--- config.mk ---
export PLATFORM = sky130hd
export DESIGN_NAME = pwm_capture
export DESIGN_NICKNAME = d
export VERILOG_FILES = /design/src/rtl/pwm_pkg.sv /design/src/rtl/pwm_sync_edge.sv /design/src/rtl/pwm_capture.sv
export SDC_FILE = /design/constraint.sdc
export NUM_CORES = 1
export LEC_CHECK = 0
export ABC_CLOCK_PERIOD_IN_PS = 2400
export CAP_MARGIN = 15
export CORE_MARGIN = 5
export CORE_UTILIZATION = 35
export DETAILED_ROUTE_END_ITERATION = 10
export GPL_TIMING_DRIVEN = 0
export HOLD_SLACK_MARGIN = 0.12
export PLACE_DENSITY = 0.63
export REMOVE_ABC_BUFFERS = 1
export SKIP_LAST_GASP = 1
export SLEW_MARGIN = 30
export SYNTH_ARGS = -nofsm -noshare
export SYNTH_HDL_FRONTEND = slang
export SYNTH_SLANG_ARGS = --single-unit
--- constraint.sdc ---
create_clock -name clk -period 2.4 [get_ports clk]
set_clock_uncertainty 0.2 [all_clocks]
set_input_delay 0.48 -clock clk [delete_from_list [all_inputs] [get_ports clk]]
set_output_delay 0.48 -clock clk [all_outputs]
set_load 0.03 [all_outputs]
--- src/rtl/pwm_pkg.sv ---
// Shared definitions for the PWM generator/capture pair: counter width,
// saturation value and the duty/period value type.
package pwm_pkg;

  localparam int CNT_W_DEF = 8;
  localparam int MAX_DEF   = (1 << CNT_W_DEF) - 1;

  typedef logic [CNT_W_DEF-1:0] pwm_val_t;

  function automatic int max_of(input int w);
    return (1 << w) - 1;
  endfunction

endpackage

--- src/rtl/pwm_sync_edge.sv ---
// Two-flop synchronizer plus a delay flop for an asynchronous PWM input;
// provides synchronized level and single-cycle rise/fall pulses.
module pwm_sync_edge (
  input  logic clk,
  input  logic rst_n,
  input  logic din,
  output logic rise,
  output logic fall,
  output logic level
);

  logic s1, s2, s3;

  always_ff @(posedge clk or negedge rst_n) begin
    if (!rst_n) begin
      s1 <= 1'b0;
      s2 <= 1'b0;
      s3 <= 1'b0;
    end else begin
      s1 <= din;
      s2 <= s1;
      s3 <= s2;
    end
  end

  assign rise  = s2 & ~s3;
  assign fall  = ~s2 & s3;
  assign level = s2;

endmodule

--- src/rtl/pwm_capture.sv ---
// PWM receiver: measures period and high time in clk cycles, strobes valid_o
// per measurement, and reports a stuck waveform once after a timeout.
module pwm_capture
  import pwm_pkg::*;
#(
  parameter int CNT_W = CNT_W_DEF
) (
  input  logic             clk,
  input  logic             rst_n,
  input  logic             pwm_in,
  output logic [CNT_W-1:0] duty_o,
  output logic [CNT_W-1:0] period_o,
  output logic             valid_o,
  output logic             stuck_o,
  output logic             level_o
);

  localparam logic [CNT_W-1:0] MAX = CNT_W'(max_of(CNT_W));

  logic             rise, fall, level;
  logic [CNT_W-1:0] cnt, hi;
  logic             armed;

  pwm_sync_edge u_sync (
    .clk   (clk),
    .rst_n (rst_n),
    .din   (pwm_in),
    .rise  (rise),
    .fall  (fall),
    .level (level)
  );

  assign level_o = level;

  // Measurement stage: synchronizer delay is identical for both edges, so
  // counts taken here equal the transmitted duty/period exactly.
  always_ff @(posedge clk or negedge rst_n) begin
    if (!rst_n) begin
      cnt      <= '0;
      hi       <= '0;
      armed    <= 1'b0;
      duty_o   <= '0;
      period_o <= '0;
      valid_o  <= 1'b0;
      stuck_o  <= 1'b0;
    end else begin
      valid_o <= 1'b0;

      if (rise)
        cnt <= CNT_W'(1);
      else if (cnt != MAX)
        cnt <= cnt + CNT_W'(1);

      if (fall)
        hi <= cnt;

      // A rise coinciding with saturation wins, so a period of MAX is a
      // normal measurement rather than a timeout.
      if (rise) begin
        if (armed) begin
          period_o <= cnt;
          duty_o   <= hi;
          valid_o  <= 1'b1;
        end
        armed   <= 1'b1;
        stuck_o <= 1'b0;
      end else if (cnt == MAX && !stuck_o) begin
        stuck_o  <= 1'b1;
        valid_o  <= 1'b1;
        period_o <= '0;
        duty_o   <= level ? MAX : '0;
        armed    <= 1'b0;
      end
    end
  end

endmodule

# [After elaboration in Yosys (flattened, before gate mapping)]
# Cells that the tools add are included.
[totals] reg_bits=38 out_inout_bits=19 elab_cells=39
[op_classes] addsub=1 eq_ne=3 n_mux=16 bitwise=4 reduce_logical=5
[op_table] op="$mux 8" count=9
[op_table] op="$add 8x1->8 const B" count=1
[op_table] op="$eq 8x8->1 const B" count=1
[op_table] op="$ne 8x8->1 const B" count=1
[op_table] op="$mux 1" count=7
[op_table] op="$reduce_bool 2->1" count=2
[op_table] op="$and 1x1->1" count=2
[op_table] op="$ne 2x1->1 const B" count=1
[op_table] op="$not 1->1" count=2
[op_table] op="$reduce_and 2->1" count=1
[op_table] op="$logic_and 1x1->1" count=1
[op_table] op="$logic_not 1->1" count=1

# [Depth between registers and ports, before layout]
[logic_depth] ltp_word=4 ltp_mapped=6 mapped_depth_nobuf=4

# [Hierarchy]
# Synthesis repeated with hierarchy kept, for this count alone.
[unflattened] cells_unflattened=114 hier_area_um2=1544.0
[modules_own_cells] module="pwm_capture" n_inst=1 cells_each=109 area_per_inst_um2=1453.9 seq_area_each_um2=875.8
[modules_own_cells] module="pwm_sync_edge" n_inst=1 cells_each=5 area_per_inst_um2=90.1 seq_area_each_um2=75.1

# [Worst setup path before layout]
# Ideal clock, no wire load.
[synth_path] path_kind="reg2reg" start="register cnt[0]" end="register period_o[0]" setup_time_ps=66 t_arrival_ps=1476 t_required_ps=2134 slack_ps=658 stages_incl_launch_ff=7 synth_period_minus_slack_ps=1742 cell_sequence="dfrtp_1 -> ha_1 -> buf_2 -> and4b_1 -> buf_6 -> a31oi_4 -> a22o_1"
[synth_via] elab_chain_cells=4 elab_cells_between_ends=6 cone_classes="1 x eq/ne; 2 x mux; 3 x reduce/logical"
[synth_rtl] element="start, declared" line="pwm_capture.sv:21" source="logic [CNT_W-1:0] cnt, hi;"
[synth_rtl] element="start signal, assigned" line="pwm_capture.sv:52" source="cnt <= cnt + CNT_W'(1);"
[synth_rtl] element="$eq 8x8->1" line="pwm_capture.sv:67" source="end else if (cnt == MAX && !stuck_o) begin"
[synth_rtl] element="$logic_and 1x1->1" line="pwm_capture.sv:67"
[synth_rtl] element="$reduce_bool 2->1 (no source line)"
[synth_rtl] element="$reduce_and 2->1 (no source line)"
[synth_rtl] element="end signal, assigned" line="pwm_capture.sv:61" source="period_o <= cnt;"
[synth_rtl] element="end, declared" line="pwm_capture.sv:12" source="output logic [CNT_W-1:0] period_o,"
# Parallel ways exist; a longest one is shown, timed or not. The select of a mux whose other input is x is not followed.
# A chain may end at the register's enable or synchronous reset.

# [Worst setup path in the final report]
[layout_path] start="register u_sync.s2, in the netlist u_sync.level" end="output level_o"
[layout_lines] element="start, declared" line="pwm_sync_edge.sv:12" source="logic s1, s2, s3;"
[layout_lines] element="start signal, assigned" line="pwm_sync_edge.sv:17" source="s2 <= 1'b0;"
[layout_lines] element="start signal, assigned" line="pwm_sync_edge.sv:21" source="s2 <= s1;"
[layout_lines] element="end, declared" line="pwm_capture.sv:15" source="output logic level_o"
# No word-level cell between the ends.

==> impl_metrics.toml <==
[floorplan]
core_sq_um = 5140
fp.dieH_um = 82.99
die_width_um = 82.99
die-area_sq_um = 6887
io_pins = 22
initial_core_util_pct = 36.27
std_cell_rows = 26

[sta]
setup_slack_ns = 0.1617
finalSetupViolCount = 0
period_minus_slack_ns = 2.238
timing.final.hold_violations = 0
rsz0062_at_grt = "no"
slew_violations = 0
min_period_over_period_pct = 93.26
fmax_mhz = 446.8
fin_tns_setup_ns = 0
worst_pin_slew_ns = 0.6895
relSlewSlack_pct = 54.03

[worst_setup_path]
r2r_cells = 4
cpLargestDelayFamily = "buffers and inverters"
r2r_end = "period_o[7]"
end_kind = "output port"
cp.arrival_ns = 1.56
path_cells = "clkdlybuf4s50_1"
crit_type = "reg -> out"
max_stage_delay_ns = 0.73
r2r_slack_ns = 0.19
slowest_stage = "clkdlybuf4s50_1"
r2r-start = "cnt[0]"
critical_path_buf_inv_count = 1
cp_max_fo = 17
critPathLaunchType = "register"
worstPathRequired_ns = 1.72

[cells_and_area]
layout-drive-gt1-share_pct = 16.11
num-nets-final = 184
syn_to_final_growth_pct = 14.76
n_antenna_cell = 0
stdcell_count = 250

[place]
dp_hpwl_um = 2527
io_buffers = 21
dpl_worst_slack_ns = 0.2290
dp_cells = 242
gp_congestion = 0.7622

[logic_synthesis]
async_flop_share_pct = 100.0
synthesis.instances = 166
synthFlopType = "dfrtp_1"
synth_area_per_cell_sq_um = 11.23
synth_warnings = 0
ys_ff_latch = 38
yosysSeqAreaShare_pct = 51.01
synth_area_sq_um = 1864
ys_types = 40
synth_edf_count = 0

[global_route]
grt-ovfl-total = 0
grt_pass1_wl_um = 6775
grt_max_degree = 24
grt_pass1_vias = 1337
antenna_found_initial = 0
track_usage_pct = 12.08

[clock_tree]
root_buffer = "clkbuf_8"
cts_tree = "built"
cts.htree.levels = 2
cts_buffers = 5
cts.sinks = 38
clock_latency_ns = 0.29
clkTransAtPathRegs_ns = 0.07
clock_path_buffers = 2

[drt]
num_vias = 1315
ant_nets = 0
wl_per_cell_um = 15.74
wl_um = 3934
first_pass_iters = 4
drcViolationCount = 0
via_per_inst = 5.260
first_iter_violations = 84

[hold_path]
hold_path_depth = 0
min_from = "u_sync.s1"
hold_path_end = "u_sync.level"
min_path_type = "reg -> reg"

[flow_run]
cap_violations = 0

[pwr]
p_leak_nw = 0.8443
irDropWorstVdd_uv = 501.5
p_per_area_nw_per_um2 = 825.2

[status]
status = "finished, final reports clean"
[cell usage in the layout, fill, tap and decap left out, drive strengths merged]
cell	n
dfrtp	38
clkdlybuf4s50	20
a21oi	18
o21ai	13
or2	8
a22o	8
nand3b	7
clkbuf	7
a221oi	7
nand2	6
mux2	6
a31oi	5
inv	4
nor3	4
nand3	3
a211oi	3
nand2b	2
nor2	2
nand4	2
a21boi	2
buf	2
and4	1
and4b	1
and3b	1
nand4b	1
a311oi	1
nor2b	1
a21o	1
and3	1
nor4	1
o21bai	1
o41ai	1
ha	1
dlygate4sd3	1
[per-stage QoR]
step | utilization, % | area (sq um) | total power, mW | hold slack (ns)
6_report | 41.63 | 2140 | 1.766 | 0.1568
5_1_grt | 41.63 | 2140 | 1.877 | 0.1790
4_1_cts | 41.63 | 2140 | 1.784 | 0.1573
3_5_place_dp | 39.92 | 2052 | 1.367 | 0.1402
3_3_place_gp | 39.48 | 2029 | 1.351 | 0.1343
2_1_floorplan | - | 1732 | 1.169 | -0.01559
[power by group]
| group | leakage, nW | switching, mW | internal (mW) |
|---|---|---|---|
| registers | 0.485 | 0.128 | 0.757 |
| logic | 0.321 | 0.250 | 0.219 |
| clock network | 0.0383 | 0.211 | 0.200 |
[logic make-up (layout without fill, tap and decap cells)]
kind of cell	after synthesis	in the layout	synth area share, %
AND/OR/NAND/NOR	41	41	13.29
adder cells (fa/ha/maj)	1	1	0.6710
flip-flops	38	38	51.01
buffers and inverters	20	34	7.919
AO/OA/AOI/OAI	60	60	23.49
multiplexers	6	6	3.624
[how the worst max path moves through the flow]
stage,start,to,slack [ns],cells after the start
2_1_floorplan,cnt[0],duty_o[0],0.58,4
3_3_place_gp,rst_n,duty_o[6],-0.28,1
3_5_place_dp,cnt[0],period_o[6],0.23,4
4_1_cts,u_sync.level,level_o,0.16,1
5_1_grt,cnt[0],duty_o[6],0.009,4
6_report,u_sync.level,level_o,0.16,1
[final cells by class]
type	count	area [sq um]
clock buffers	7	76.32
fillers	534	3000
inverters	4	15.01
multi-input cells	108	765.7
flip-flops and latches	38	952.2
well taps	70	87.58
repair buffers	23	242.7
[cells in the mapped netlist, types with 2 or more instances]
library cell  instances  share of area (%)
nand4_1               2               0.67
buf_6                 6                3.6
nor2_1                2               0.40
or2_2                 8                2.7
nand2b_1              2               0.67
nor3_1                4                1.1
nand3b_1              7                2.8
a31oi_1               4                1.3
dfrtp_1              38                 51
a21boi_0              2               0.81
a21oi_1              15                4.0
inv_1                 4               0.81
a221oi_2              3                2.4
nand2_1               6                1.2
a22o_1                8                3.8
clkbuf_1              2               0.40
mux2_2                5                3.0
nand3_1               3               0.81
a221oi_1              4                1.9
a21oi_2               3                1.4
a211oi_1              2               0.81
o21ai_0              13                3.5
buf_2                 6                1.6
[flip-flops by register name (all words and copies together) (netlist names)]
name and count:
u_sync.s3 1, valid_o 1, armed 1, u_sync.s1 1, period_o 8, duty_o 8, cnt 8, stuck_o 1
u_sync.level 1, hi 8
[layer usage]
metal | wire length (um) | GRT usage [%]
met3 | 174 | 3.465
met2 | 1779 | 18.08
met5 | 0 | 0
met1 | 1934 | 16.72
met4 | 46 | 4.012
[repair_timing]
action | in CTS | in global routing
setup endpoints to repair | 1 | 0
gates resized for setup | 1 | 0
setup buffers | 0 | 0
hold buffers | 1 | 0
hold endpoints to repair | 15 | 0
(Power assumes the default switching activity.)
